<file path="src/rtl/uart_arb_pkg.sv">
// uart_arb_pkg
// Shared definitions for the UART transmit arbiter and related UART blocks:
//   BYTE_W       width of one UART data byte
//   arb_state_t  arbiter FSM encoding (IDLE, LAUNCH, WAIT_DONE, GAP)
//   clog2()      index width helper (never returns less than 1)
// No ports (package).
package uart_arb_pkg;

  localparam int BYTE_W = 8;

  typedef enum logic [1:0] {
    IDLE      = 2'd0,
    LAUNCH    = 2'd1,
    WAIT_DONE = 2'd2,
    GAP       = 2'd3
  } arb_state_t;

  // Bits needed to index n items; a single-item index still gets one bit so
  // that port vectors never collapse to zero width.
  function automatic int clog2(input int n);
    int r;
    r = 0;
    for (int i = 0; i < 31; i++) begin
      if ((1 << i) < n) r = i + 1;
    end
    if (r < 1) r = 1;
    return r;
  endfunction

endpackage

</file>
<file path="src/rtl/uart_tx_arbiter_if.sv">
// uart_tx_arbiter_if
// Bundles the requester side and the UART transmitter side of the arbiter.
//   req, req_data      requester levels and their bytes (byte i on [8i+7:8i])
//   gnt, owner, busy   grant pulse, last granted index, arbiter activity
//   tx_start, tx_data  launch pulse and byte to the UART transmitter
//   tx_done            frame-complete pulse from the transmitter
//   timeout_err        watchdog expiry pulse
// Modports: master = arbiter, slave = surrounding system / bench.
interface uart_tx_arbiter_if #(
  parameter int NUM_REQ = 4
);
  import uart_arb_pkg::*;

  localparam int IDX_W = clog2(NUM_REQ);

  logic [NUM_REQ-1:0]        req;
  logic [BYTE_W*NUM_REQ-1:0] req_data;
  logic [NUM_REQ-1:0]        gnt;
  logic [IDX_W-1:0]          owner;
  logic                      busy;
  logic                      tx_start;
  logic [BYTE_W-1:0]         tx_data;
  logic                      tx_done;
  logic                      timeout_err;

  modport master (
    input  req, req_data, tx_done,
    output gnt, owner, busy, tx_start, tx_data, timeout_err
  );

  modport slave (
    output req, req_data, tx_done,
    input  gnt, owner, busy, tx_start, tx_data, timeout_err
  );

endinterface

</file>
<file path="src/rtl/rr_pick.sv">
// rr_pick
// Combinational round-robin picker. Starting just after ptr and wrapping
// modulo NUM_REQ, returns the first asserted request.
//   req    in   NUM_REQ  request levels
//   ptr    in   IDX_W    index of the most recently served requester
//   valid  out  1        at least one request asserted
//   idx    out  IDX_W    winning index (0 when valid is low)
module rr_pick
  import uart_arb_pkg::*;
#(
  parameter int  NUM_REQ = 4,
  localparam int IDX_W   = clog2(NUM_REQ)
) (
  input  logic [NUM_REQ-1:0] req,
  input  logic [IDX_W-1:0]   ptr,
  output logic               valid,
  output logic [IDX_W-1:0]   idx
);

  logic [IDX_W-1:0] cand;

  always_comb begin
    valid = |req;
    idx   = '0;
    cand  = '0;
    // Walk from the farthest position back to ptr+1 so the nearest asserted
    // request after ptr overwrites any farther one.
    for (int k = NUM_REQ; k >= 1; k--) begin
      cand = IDX_W'((int'(ptr) + k) % NUM_REQ);
      if (req[cand]) idx = cand;
    end
  end

endmodule

</file>
<file path="src/rtl/uart_tx_arbiter.sv">
// uart_tx_arbiter
// Shares one UART transmitter among NUM_REQ byte producers. Round-robin
// grant in IDLE captures the winner's byte, LAUNCH issues a start pulse,
// WAIT_DONE waits for the frame-complete pulse, GAP holds off the next grant
// for GAP_CYCLES cycles.
// Ports:
//   clk  in  system clock, rising edge
//   rst  in  asynchronous active-high reset
//   bus  uart_tx_arbiter_if.master (req/req_data/tx_done in;
//        gnt/owner/busy/tx_start/tx_data/timeout_err out)
// Build option: define UART_ARB_TIMEOUT_EN to add a WAIT_DONE watchdog that
// pulses timeout_err and drops the frame after TIMEOUT_CYCLES cycles.
module uart_tx_arbiter
  import uart_arb_pkg::*;
#(
  parameter int NUM_REQ        = 4,
  parameter int GAP_CYCLES     = 16,
  parameter int TIMEOUT_CYCLES = 12000
) (
  input  logic                     clk,
  input  logic                     rst,
  uart_tx_arbiter_if.master        bus
);

  localparam int IDX_W   = clog2(NUM_REQ);
  // One counter times the inter-frame gap and, when enabled, the watchdog;
  // it is sized for the longer of the two limits.
  localparam int CNT_MAX = (GAP_CYCLES > TIMEOUT_CYCLES) ? GAP_CYCLES : TIMEOUT_CYCLES;
  localparam int CNT_W   = clog2(CNT_MAX + 1);

  arb_state_t         state_reg, state_next;
  logic [IDX_W-1:0]   ptr_reg, ptr_next;
  logic [IDX_W-1:0]   owner_reg, owner_next;
  logic [NUM_REQ-1:0] gnt_reg, gnt_next;
  logic               tx_start_reg, tx_start_next;
  logic [BYTE_W-1:0]  tx_data_reg, tx_data_next;
  logic [CNT_W-1:0]   cnt_reg, cnt_next;
`ifdef UART_ARB_TIMEOUT_EN
  logic               timeout_err_reg, timeout_err_next;
`endif

  logic               pick_valid;
  logic [IDX_W-1:0]   pick_idx;
  logic [BYTE_W-1:0]  req_bytes [NUM_REQ];

  generate
    for (genvar gi = 0; gi < NUM_REQ; gi++) begin : g_bytes
      assign req_bytes[gi] = bus.req_data[gi*BYTE_W +: BYTE_W];
    end
  endgenerate

  rr_pick #(.NUM_REQ(NUM_REQ)) u_pick (
    .req   (bus.req),
    .ptr   (ptr_reg),
    .valid (pick_valid),
    .idx   (pick_idx)
  );

  always_ff @(posedge clk or posedge rst) begin
    if (rst) begin
      state_reg       <= IDLE;
      ptr_reg         <= IDX_W'(NUM_REQ - 1);  // requester 0 searched first
      owner_reg       <= '0;
      gnt_reg         <= '0;
      tx_start_reg    <= 1'b0;
      tx_data_reg     <= '0;
      cnt_reg         <= '0;
`ifdef UART_ARB_TIMEOUT_EN
      timeout_err_reg <= 1'b0;
`endif
    end else begin
      state_reg       <= state_next;
      ptr_reg         <= ptr_next;
      owner_reg       <= owner_next;
      gnt_reg         <= gnt_next;
      tx_start_reg    <= tx_start_next;
      tx_data_reg     <= tx_data_next;
      cnt_reg         <= cnt_next;
`ifdef UART_ARB_TIMEOUT_EN
      timeout_err_reg <= timeout_err_next;
`endif
    end
  end

  // gnt and tx_start are registered, so the grant shows in the cycle the FSM
  // sits in LAUNCH and the start pulse in the first WAIT_DONE cycle; the two
  // can therefore never coincide.
  always_comb begin
    state_next       = state_reg;
    ptr_next         = ptr_reg;
    owner_next       = owner_reg;
    gnt_next         = '0;
    tx_start_next    = 1'b0;
    tx_data_next     = tx_data_reg;
    cnt_next         = cnt_reg;
`ifdef UART_ARB_TIMEOUT_EN
    timeout_err_next = 1'b0;
`endif
    case (state_reg)
      IDLE: begin
        if (pick_valid) begin
          gnt_next     = NUM_REQ'(1) << pick_idx;
          owner_next   = pick_idx;
          tx_data_next = req_bytes[pick_idx];
          ptr_next     = pick_idx;
          state_next   = LAUNCH;
        end
      end
      LAUNCH: begin
        tx_start_next = 1'b1;
        cnt_next      = '0;
        state_next    = WAIT_DONE;
      end
      WAIT_DONE: begin
        if (bus.tx_done) begin
          cnt_next   = '0;
          state_next = GAP;
        end
`ifdef UART_ARB_TIMEOUT_EN
        else if (cnt_reg == CNT_W'(TIMEOUT_CYCLES - 1)) begin
          // Frame abandoned, no retry.
          timeout_err_next = 1'b1;
          cnt_next         = '0;
          state_next       = GAP;
        end else begin
          cnt_next = cnt_reg + 1'b1;
        end
`endif
      end
      GAP: begin
        if (cnt_reg == CNT_W'(GAP_CYCLES - 1)) begin
          state_next = IDLE;
        end else begin
          cnt_next = cnt_reg + 1'b1;
        end
      end
      default: state_next = IDLE;
    endcase
  end

  assign bus.gnt         = gnt_reg;
  assign bus.owner       = owner_reg;
  assign bus.busy        = (state_reg != IDLE);
  assign bus.tx_start    = tx_start_reg;
  assign bus.tx_data     = tx_data_reg;
`ifdef UART_ARB_TIMEOUT_EN
  assign bus.timeout_err = timeout_err_reg;
`else
  assign bus.timeout_err = 1'b0;
`endif

endmodule

</file>
<file path="src/flat_wrapper.sv">
// flat-port wrapper written by rule: the top's interface ports become plain ports
module uart_tx_arbiter_flat import uart_arb_pkg::*;
#(
  parameter int NUM_REQ        = 4,
  parameter int GAP_CYCLES     = 16,
  parameter int TIMEOUT_CYCLES = 12000
)
  (clk, rst, bus_req, bus_req_data, bus_tx_done, bus_gnt, bus_owner, bus_busy, bus_tx_start, bus_tx_data, bus_timeout_err);
  uart_tx_arbiter_if #(.NUM_REQ(NUM_REQ)) bus_i ();
  input  logic clk;
  input  logic rst;
  input wire logic [$bits(bus_i.req)-1:0] bus_req;
  input wire logic [$bits(bus_i.req_data)-1:0] bus_req_data;
  input wire logic [$bits(bus_i.tx_done)-1:0] bus_tx_done;
  output wire logic [$bits(bus_i.gnt)-1:0] bus_gnt;
  output wire logic [$bits(bus_i.owner)-1:0] bus_owner;
  output wire logic [$bits(bus_i.busy)-1:0] bus_busy;
  output wire logic [$bits(bus_i.tx_start)-1:0] bus_tx_start;
  output wire logic [$bits(bus_i.tx_data)-1:0] bus_tx_data;
  output wire logic [$bits(bus_i.timeout_err)-1:0] bus_timeout_err;
  assign bus_i.req = bus_req;
  assign bus_i.req_data = bus_req_data;
  assign bus_i.tx_done = bus_tx_done;
  assign bus_gnt = bus_i.gnt;
  assign bus_owner = bus_i.owner;
  assign bus_busy = bus_i.busy;
  assign bus_tx_start = bus_i.tx_start;
  assign bus_tx_data = bus_i.tx_data;
  assign bus_timeout_err = bus_i.timeout_err;
  uart_tx_arbiter #(.NUM_REQ(NUM_REQ), .GAP_CYCLES(GAP_CYCLES), .TIMEOUT_CYCLES(TIMEOUT_CYCLES)) u_core (.clk(clk), .rst(rst), .bus(bus_i));
endmodule
</file>
<file path="config.mk">
export PLATFORM = sky130hd
export DESIGN_NAME = uart_tx_arbiter_flat
export DESIGN_NICKNAME = d
export VERILOG_FILES = /design/src/rtl/uart_arb_pkg.sv /design/src/rtl/uart_tx_arbiter_if.sv /design/src/rtl/rr_pick.sv /design/src/rtl/uart_tx_arbiter.sv /design/src/flat_wrapper.sv
export SDC_FILE = /design/constraint.sdc
export NUM_CORES = 1
export LEC_CHECK = 0
export ABC_AREA = 0
export BUFFER_PORTS_ARGS = -buffer_cell sky130_fd_sc_hd__buf_2
export CAP_MARGIN = 10
export CORE_ASPECT_RATIO = 0.6
export CORE_MARGIN = 3
export CORE_UTILIZATION = 35
export CTS_CLUSTER_DIAMETER = 40
export DETAILED_ROUTE_END_ITERATION = 16
export MAX_ROUTING_LAYER = met4
export SKIP_LAST_GASP = 1
export SLEW_MARGIN = 20
export SYNTH_ARGS = -nofsm -noshare
export SYNTH_HDL_FRONTEND = slang
export SYNTH_SLANG_ARGS = --single-unit
</file>
<file path="constraint.sdc">
create_clock -name clk -period 1.9 [get_ports clk]
set_clock_uncertainty 0.2 [all_clocks]
set_input_delay 0.38 -clock clk [delete_from_list [all_inputs] [get_ports clk]]
set_output_delay 0.38 -clock clk [all_outputs]
set_load 0.02 [all_outputs]
</file>
==> key figures, run 1 <==
Hold path
  – Worst Hold Path EP: u_core.bus.tx_data[7]
  – Hold path start: bus_req_data[15]
  – Hold depth: 3
  – Type of the worst min-delay path: input pin to flip-flop

Final layout
  – Final instance area: 0.00287 sq mm
  – Largest register FFs: 14
  – # diodes: 0
  – Share of layout cells above drive strength 1: 47.9%
  – # nets final: 352
  – # fillers: 459
  – Syn-to-layout area delta: 48.0%

Floorplan
  – Rows: 20
  – Die footprint: 0.00650 sq mm
  – Io pins: 56
  – Chip height: 63.7 um
  – Core box area: 0.00520 sq mm
  – Die Wd: 102 um
  – Initial Util: 37.3%

Yosys
  – Post-Syn Area: 0.00194 sq mm
  – Yosys synthesis warning count: 0
  – Synthesized instance count: 213
  – Flops & latches, synth: 33
  – Post-Syn Nets: 257
  – Post-synth top cells: 31 x dfrtp_1, 24 x nor2_1, 17 x a211oi_1, 17 x nand2_1, 16 x inv_1
  – Yosys cell types: 43
  – EDFF count, synth: 0
  – Largest area contributor in the netlist: dfrtp_1
  – Post-synth top area share: 40.0%
  – Sequential share of the synthesized area: 42.7%
  – Top_reg_cell synth: dfrtp_1
  – Ys async rst share: 100%
  – Syn_area_per_cell: 9.10 sq um
  – Count leader, synth: dfrtp_1
  – Top post-synthesis cells by area: dfrtp_1 40%, a211oi_1 6.6%, nor2_1 4.6%

Worst setup path
  – FF-to-FF End: u_core.cnt_reg[1]
  – Buf/Inv on CP: 1
  – Crit path DAT: 1880 ps
  – Worst reg-to-reg setup slack: -5 ps
  – CP Class: flip-flop to flip-flop
  – Crit-path cells: nor3_1, nand4_1, buf_4, nand3_2, o21ai_2, a22o_1
  – Reg2Reg Launch Point: u_core.cnt_reg[6]
  – CP startpoint kind: flip-flop
  – Crit path max-delay family: simple AND/OR/NAND/NOR gates
  – R2r worst-path depth: 6
  – Crit-path max FO: 6
  – Slowest-stage cell, CP: dfrtp_1
  – CP endpoint kind: flip-flop
  – Max incr delay on CP: 380 ps
  – Critical path required time: 1880 ps

Clocking
  – Worst-path clk slew: 70 ps
  – Clk buf depth: 2
  – Clk sinks: 33
  – H-tree depth: 2
  – CTS root buf: clkbuf_8
  – CTS Buf Count: 5
  – Clock latency on the worst-skew pair: 290 ps
  – CTS tree: built

GRT
  – Global-route wire length before repair: 8260 um
  – Number of global-route vias before repair: 1660
  – Initial antenna violation count: 0
  – Grt total ovfl: 0
  – Pin count of the biggest net entering global routing: 34
  – Global Route Usage Sum: 16.7%

Drt
  – DR pass1 iterations: 4
  – Vias: 1897
  – DRT Wirelength: 5560 um
  – Wirelength per Cell: 14.8 um
  – Drt drc: 0
  – Drt first-iter violations: 130
  – Antenna violation net count after detailed routing: 0
  – DR vias/cell: 5.06

Timing
  – Fin. max-slew vios: 0
  – Crit path time final: 1900 ps
  – Final hold slack: 242 ps
  – Fin. Hold Viols: 0
  – Setup violators final: 1
  – Final Worst Setup Slack: -4.64 ps
  – Fmax: 525 MHz
  – RSZ-0062 raised after global routing: true
  – Period utilisation layout: 100%

Run status
  – Failing checks: setup timing
  – Outcome: complete, but fails checks

Placement
  – Final HPWL DP: 4030 um
  – Final GP Congestion: 0.823
  – Buffers on Ports: 54
  – Placed inst area: 0.00260 sq mm

Power
  – Power Density: 1330 mW/mm^2
  – Peak supply drop: 0.912 mV
  – Leakage power: 1.35 nW

Flow run
  – Max-cap violations: 0
## cells by family (layout without fill, tap and decap cells)
kind of cell	Yosys count	count (layout)	share of synthesized area, %
AOI/OAI and AO/OA	52	52	19.6
muxes	8	8	4.13
xor gates and xnor gates	3	3	1.36
and+or+nand+nor	86	86	21.9
adders and majority gates	5	5	3.23
buffers and inverters	25	121	6.90
DFF	33	33	42.7
other	1	1	0.193
## stage by stage
stage	utilization (%)	instances	power, mW	TNS (ps)	setup WS [ps]
floorplan	-	213	2.33	0	11.5
global placement	50.0	363	2.91	-198	-52.5
detailed placement	50.0	363	2.93	-204	-47.7
CTS	52.2	372	3.53	0	4.90
global route	55.1	375	4.07	-641	-101
finish	55.1	375	3.81	-4.64	-4.64
## worst min-delay path: stages
cell,delay [ps]
buf_2,100
mux2i_1,130
a211oi_1,90
## metal layers
layer  vias up  track usage (%)  wire length [um]
met5         -                -                 0
met4         0             5.40                61
met3         5             3.87               321
met2        48             20.2              2210
met1       892             26.4              2970
li1        952                -                 -
## cell usage in the layout (no fill, tap or decap), types with 5 or more instances in the layout
cell type,Yosys,final
nand3_1,10,9
nand2_1,17,16
clkbuf_8,0,7
a211oi_1,17,6
dfrtp_1,31,31
nor2_1,24,22
a31oi_1,8,8
o21ai_0,8,6
buf_4,2,38
mux2i_2,0,5
inv_1,16,12
buf_2,1,54
a211oi_2,0,11
## what timing repair did
item / CTS / global route
setup buffers: 0 / 1
cloned: 0 / 2
setup endpoints to repair: 1 / 19
gates resized for setup: 0 / 26
hold buffers: 1 / 0
pin swaps: 1 / 12
hold endpoints to repair: 31 / 0
## worst max path at each step
stage | startpoint | to | cells after the start
after floorplan | u_core.ptr_reg[1] | u_core.bus.tx_data[0] | 8
after global placement | bus_req[1] | u_core.bus.tx_data[5] | 7
after detailed placement | bus_req[1] | u_core.bus.tx_data[3] | 7
after CTS | u_core.ptr_reg[0] | u_core.bus.tx_data[2] | 6
after global routing | u_core.cnt_reg[0] | u_core.cnt_reg[1] | 7
final | u_core.cnt_reg[6] | u_core.cnt_reg[1] | 6
## report_power, final
group | switching [mW] | leakage [nW] | internal [mW]
combinational | 1.21 | 0.873 | 0.987
sequential | 0.119 | 0.418 | 0.916
clock | 0.257 | 0.0542 | 0.327
## area by class of cell
cell class / instances / area [sq um] / share of cell area [%]
Clock inverter: 1 / 5.00 / 0.174
Clock buffer: 7 / 96.3 / 3.36
Sequential cell: 33 / 828 / 28.9
Inverter: 16 / 60.1 / 2.09
Multi-Input combinational cell: 155 / 1150 / 40.1
Tap cell: 66 / 82.6 / 2.88
Timing Repair Buffer: 97 / 647 / 22.5
Note: power is estimated with default switching activity, not from simulation.
==> inputs of run 2 (changes only) <==
RECOVER_POWER = 50   (was unset)
==> run 2 against run 1 <==
Compared with the run above: the flow still finishes with violations (setup timing); combinational power about the same; first-iteration DRC count is the same; worst hold slack is essentially flat; register-to-register slack about the same; die area stayed put; critical path type unchanged; critical endpoint unchanged; highest routed layer unchanged.
==> key figures, run 2 (same netlist as run 1, synthesis figures left out) <==
Timing
  – Fmax: 525 MHz
  – Crit path time final: 1900 ps
  – Worst-margin pin slew: 831 ps
  – Fin. max-slew vios: 0
  – Final TNS setup: -4.64 ps
  – Final Worst Setup Slack: -4.64 ps
  – RSZ-0062 raised after global routing: true
  – Setup violators final: 1
  – Fin. Hold Viols: 0
  – Slew HR: 44.6%
  – Period utilisation layout: 100%

Clocking
  – H-tree depth: 2
  – CTS Buf Count: 5
  – Clk sinks: 33
  – Worst-path clk slew: 70 ps
  – CTS tree: built
  – Clk buf depth: 2
  – Clock latency on the worst-skew pair: 290 ps
  – CTS root buf: clkbuf_8

Final layout
  – Syn-to-layout area delta: 47.7%
  – Commonest non-fill, non-tap cell in the layout: buf_2
  – Most frequent cells in the layout: 54 x buf_2, 36 x buf_4, 31 x dfrtp_1
  – # diodes: 0
  – Share of layout cells above drive strength 1: 47.6%
  – Final instance area: 0.00286 sq mm
  – Largest register FFs: 14
  – # nets final: 352
  – Post-route insts no fill: 375

Placement
  – Buffers on Ports: 54
  – Final HPWL DP: 4030 um
  – Final GP Congestion: 0.823
  – Placed insts: 363
  – Placed inst area: 0.00260 sq mm

Drt
  – Wirelength per Cell: 14.8 um
  – DR vias/cell: 5.06
  – Drt first-iter violations: 130
  – Drt drc: 0
  – DRT Wirelength: 5560 um
  – Vias: 1897
  – DR pass1 iterations: 4
  – Antenna violation net count after detailed routing: 0

Floorplan
  – Die Wd: 102 um
  – Chip height: 63.7 um
  – Die footprint: 0.00650 sq mm
  – Io pins: 56
  – Initial Util: 37.3%
  – Core box area: 0.00520 sq mm
  – Rows: 20

GRT
  – Number of global-route vias before repair: 1660
  – Initial antenna violation count: 0
  – Pin count of the biggest net entering global routing: 34
  – Global Route Usage Sum: 16.7%
  – Grt total ovfl: 0
  – Global-route wire length before repair: 8260 um

Hold path
  – Type of the worst min-delay path: input pin to flip-flop
  – Hold depth: 3

Power
  – Leakage power: 1.34 nW
  – Peak supply drop: 0.910 mV
  – Power Density: 1330 mW/mm^2

Worst setup path
  – Critical path required time: 1880 ps
  – R2r worst-path depth: 6
  – CP endpoint kind: flip-flop
  – CP Class: flip-flop to flip-flop
  – Crit path DAT: 1880 ps
  – Crit-path max FO: 6
  – CP startpoint kind: flip-flop

Run status
  – Failing checks: setup timing
  – Outcome: complete, but fails checks

Flow run
  – Max-cap violations: 0
## run 2: cell count changes in the layout (fill, tap and decap cells not counted), sizes merged
cell	change
buf	-2
clkbuf	+2
## run 2: where the power goes
part	leakage, nW	switching, mW	internal, mW
Combinational	0.869	1.21	0.977
Sequential	0.418	0.119	0.916
Clock	0.0542	0.257	0.327
## run 2: per-layer routing
| layer | GRT usage (%) | vias to the layer above | share of wire, % |
|---|---|---|---|
| li1 | - | 952 | - |
| met1 | 26.4 | 892 | 53 |
| met2 | 20.2 | 48 | 40 |
| met3 | 3.87 | 5 | 5.8 |
| met4 | 5.40 | 0 | 1.1 |
| met5 | - | - | 0 |
## run 2: cell type report
type,count,area [sq um]
clock buffer,7,96.3
clock inverter,1,5.00
fill,462,2340
inverter,16,60.1
multi-input combinational,155,1150
sequential,33,828
tap,66,82.6
timing repair buffer,97,641
## run 2: worst max-delay path, stage by stage (launching register included)
cell     delay, ps
dfrtp_1        380
nor3_1         350
nand4_1        310
buf_4          250
nand3_2         60
o21ai_2         50
a22o_1         200
## run 2: final timing paths
kind,startpoint,end,slack (ps)
worst max-delay path,u_core.cnt_reg[6],u_core.cnt_reg[1],-5
worst min-delay path,bus_req_data[15],u_core.bus.tx_data[7],240
worst max register to register,u_core.cnt_reg[6],u_core.cnt_reg[1],-5
worst min register to register,u_core.bus.owner[1],u_core.bus.owner[1],290
max in group asynchronous,rst,u_core.bus.tx_start,310
min in group asynchronous,rst,u_core.bus.tx_data[3],670
## run 2: repair_timing
item / in CTS / in global routing
setup endpoints to repair: 1 / 19
gates cloned: 0 / 2
endpoints found under the hold margin: 31 / 0
resized for setup: 0 / 26
hold buffers: 1 / 0
setup buffers: 0 / 1
pin swaps: 1 / 12
## run 2: metrics by stage
stage               power, mW  setup WS (ps)  utilization (%)  hold WS (ps)
CTS                      3.53           4.90             52.2           224
detailed placement       2.93          -47.7             50.0           280
finish                   3.80          -4.64             55.0           242
global placement         2.91          -52.5             50.0           276
floorplan                2.33           11.5                -           293
global route             4.06           -101             55.0           260
==> inputs of run 3 (changes only) <==
CORE_UTILIZATION = 40   (was 35)
PLACE_DENSITY = 0.67   (was unset)
SETUP_SLACK_MARGIN = 0.1   (was unset)
==> run 3 against run 2 <==
Compared with the run above: the run still ends with setup timing left; total power is 4.7% higher; critical path depth is 1 lower; worst hold slack worse by 37 ps; flip-flop and latch count stayed put; combinational power is 10% higher; utilization is 15 points higher; worst setup slack worse by 26 ps; final cell count is 0.80% higher; clock power is 7.4% lower; largest cell class unchanged; largest power group unchanged.
==> key figures, run 3 (same netlist as run 1, synthesis figures left out) <==
Floorplan
  – Core box area: 0.00437 sq mm
  – Rows: 18
  – Die footprint: 0.00575 sq mm
  – Initial Util: 44.4%
  – Io pins: 56
  – Die Wd: 95.9 um
  – Chip height: 59.9 um

Drt
  – Antenna violation net count after detailed routing: 0
  – Wirelength per Cell: 16.6 um
  – DR pass1 iterations: 4
  – Drt drc: 0
  – DRT Wirelength: 6260 um
  – Vias: 2008
  – Drt first-iter violations: 125
  – DR vias/cell: 5.31

Clocking
  – CTS root buf: clkbuf_8
  – Clk buf depth: 2
  – Clock latency on the worst-skew pair: 300 ps
  – CTS Buf Count: 5
  – Worst-path clk slew: 70 ps
  – CTS tree: built
  – Clk sinks: 33
  – H-tree depth: 2

Final layout
  – Commonest non-fill, non-tap cell in the layout: buf_2
  – Share of layout cells above drive strength 1: 53.5%
  – # fillers: 350
  – Most frequent cells in the layout: 51 x buf_2, 40 x buf_4, 30 x dfrtp_1
  – Syn-to-layout area delta: 57.8%
  – Largest register FFs: 14
  – # nets final: 361
  – Core Util, Final: 70.0%
  – Post-route insts no fill: 378
  – # diodes: 0

Timing
  – Final Worst Setup Slack: -31.1 ps
  – Fin. max-slew vios: 0
  – RSZ-0062 raised after global routing: true
  – Crit path time final: 1930 ps
  – Setup violators final: 3
  – Fin. Hold Viols: 0
  – Fmax: 518 MHz
  – Slew HR: 43.0%
  – Period utilisation layout: 102%
  – Worst-margin pin slew: 855 ps

Power
  – Peak supply drop: 0.950 mV
  – Power Density: 1300 mW/mm^2
  – Leakage power: 1.43 nW

Worst setup path
  – Crit-path max FO: 5
  – Crit path max-delay family: simple AND/OR/NAND/NOR gates
  – CP endpoint kind: flip-flop
  – Max incr delay on CP: 440 ps
  – Slowest-stage cell, CP: a221oi_2
  – Critical path required time: 1920 ps
  – CP startpoint kind: flip-flop
  – Crit path DAT: 1950 ps
  – CP Class: flip-flop to flip-flop
  – Buf/Inv on CP: 0
  – Crit-path cells: nor3_1, nand4_1, a221oi_2, nand2_1, o21ai_1

GRT
  – Global Route Usage Sum: 21.0%
  – Grt total ovfl: 0
  – Number of global-route vias before repair: 1726
  – Global-route wire length before repair: 8510 um
  – Initial antenna violation count: 0
  – Pin count of the biggest net entering global routing: 34

Flow run
  – Max-cap violations: 0

Placement
  – Final GP Congestion: 0.876
  – Buffers on Ports: 54
  – Final HPWL DP: 3880 um
  – Placed insts: 349

Run status
  – Failing checks: setup timing
  – Outcome: complete, but fails checks

Hold path
  – Type of the worst min-delay path: input pin to flip-flop
-- run 3: cell count changes in the layout (fill, tap and decap cells not counted), sizes merged --
cell      previous run  this run
and3                 4         6
clkbuf              11         9
clkinv               1         2
clkinvlp             0         1
buf                 92        99
-- run 3: timing repair --
action / 4_1_cts / 5_1_grt
hold buffers: 1 / 0
cloned: 2 / 1
pin swaps: 16 / 22
hold endpoints to repair: 31 / 0
setup endpoints to repair: 21 / 24
resized for setup: 19 / 44
setup buffers: 12 / 7
-- run 3: layout make-up --
cell class              count  area, sq um  area share (%)
multi-input cells         157         1330            43.4
flip-flops and latches     33          830            27.1
repair buffers            104          681            22.2
well taps                  60         75.1            2.45
clock buffers               5         68.8            2.25
inverters                  16         60.1            1.96
clock inverters             3         17.5           0.572
-- run 3: path summary, 6_finish.rpt --
kind / startpoint / endpoint / slack, ps / cells after the start
max in group asynchronous: rst / u_core.cnt_reg[9] / 250 / 4
min in group asynchronous: rst / u_core.cnt_reg[7] / 670 / 4
hold reg to reg: u_core.bus.owner[1] / u_core.bus.owner[1] / 290 / 2
hold / removal: bus_req_data[23] / u_core.bus.tx_data[7] / 200 / 3
setup reg to reg: u_core.cnt_reg[6] / u_core.state_reg[1] / -30 / 5
setup / recovery: u_core.cnt_reg[6] / u_core.state_reg[1] / -30 / 5
-- run 3: worst reg2reg max path: stages, from the launching register on --
cell and delay (ps):
dfrtp_1 380, nor3_1 350, nand4_1 310, a221oi_2 440
nand2_1 90, o21ai_1 90
-- run 3: layer usage --
metal | wire [um] | track usage [%] | vias up
li1 | - | - | 974
met2 | 2720 | 27.1 | 70
met1 | 2950 | 30.5 | 954
met3 | 488 | 6.16 | 10
met5 | 0 | - | -
met4 | 96 | 7.89 | 0
-- run 3: power breakdown --
group          switching [mW]  internal (mW)  leakage, nW
sequential              0.122          0.916        0.416
combinational            1.34           1.06        0.968
clock                   0.288          0.253       0.0439
total                    1.75           2.23         1.43
-- run 3: stage by stage --
stage / instance area [sq um] / worst slack [ps] / hold slack [ps] / TNS [ps] / power, mW
global route: 3060 / -169 / 230 / -706 / 4.23
global placement: 2560 / -58.1 / 253 / -165 / 2.87
finish: 3060 / -31.1 / 204 / -49.2 / 3.98
floorplan: 2050 / 20.8 / 294 / 0 / 2.35
CTS: 2810 / 34.1 / 197 / 0 / 3.64
detailed placement: 2560 / -27.5 / 275 / -75.7 / 2.88
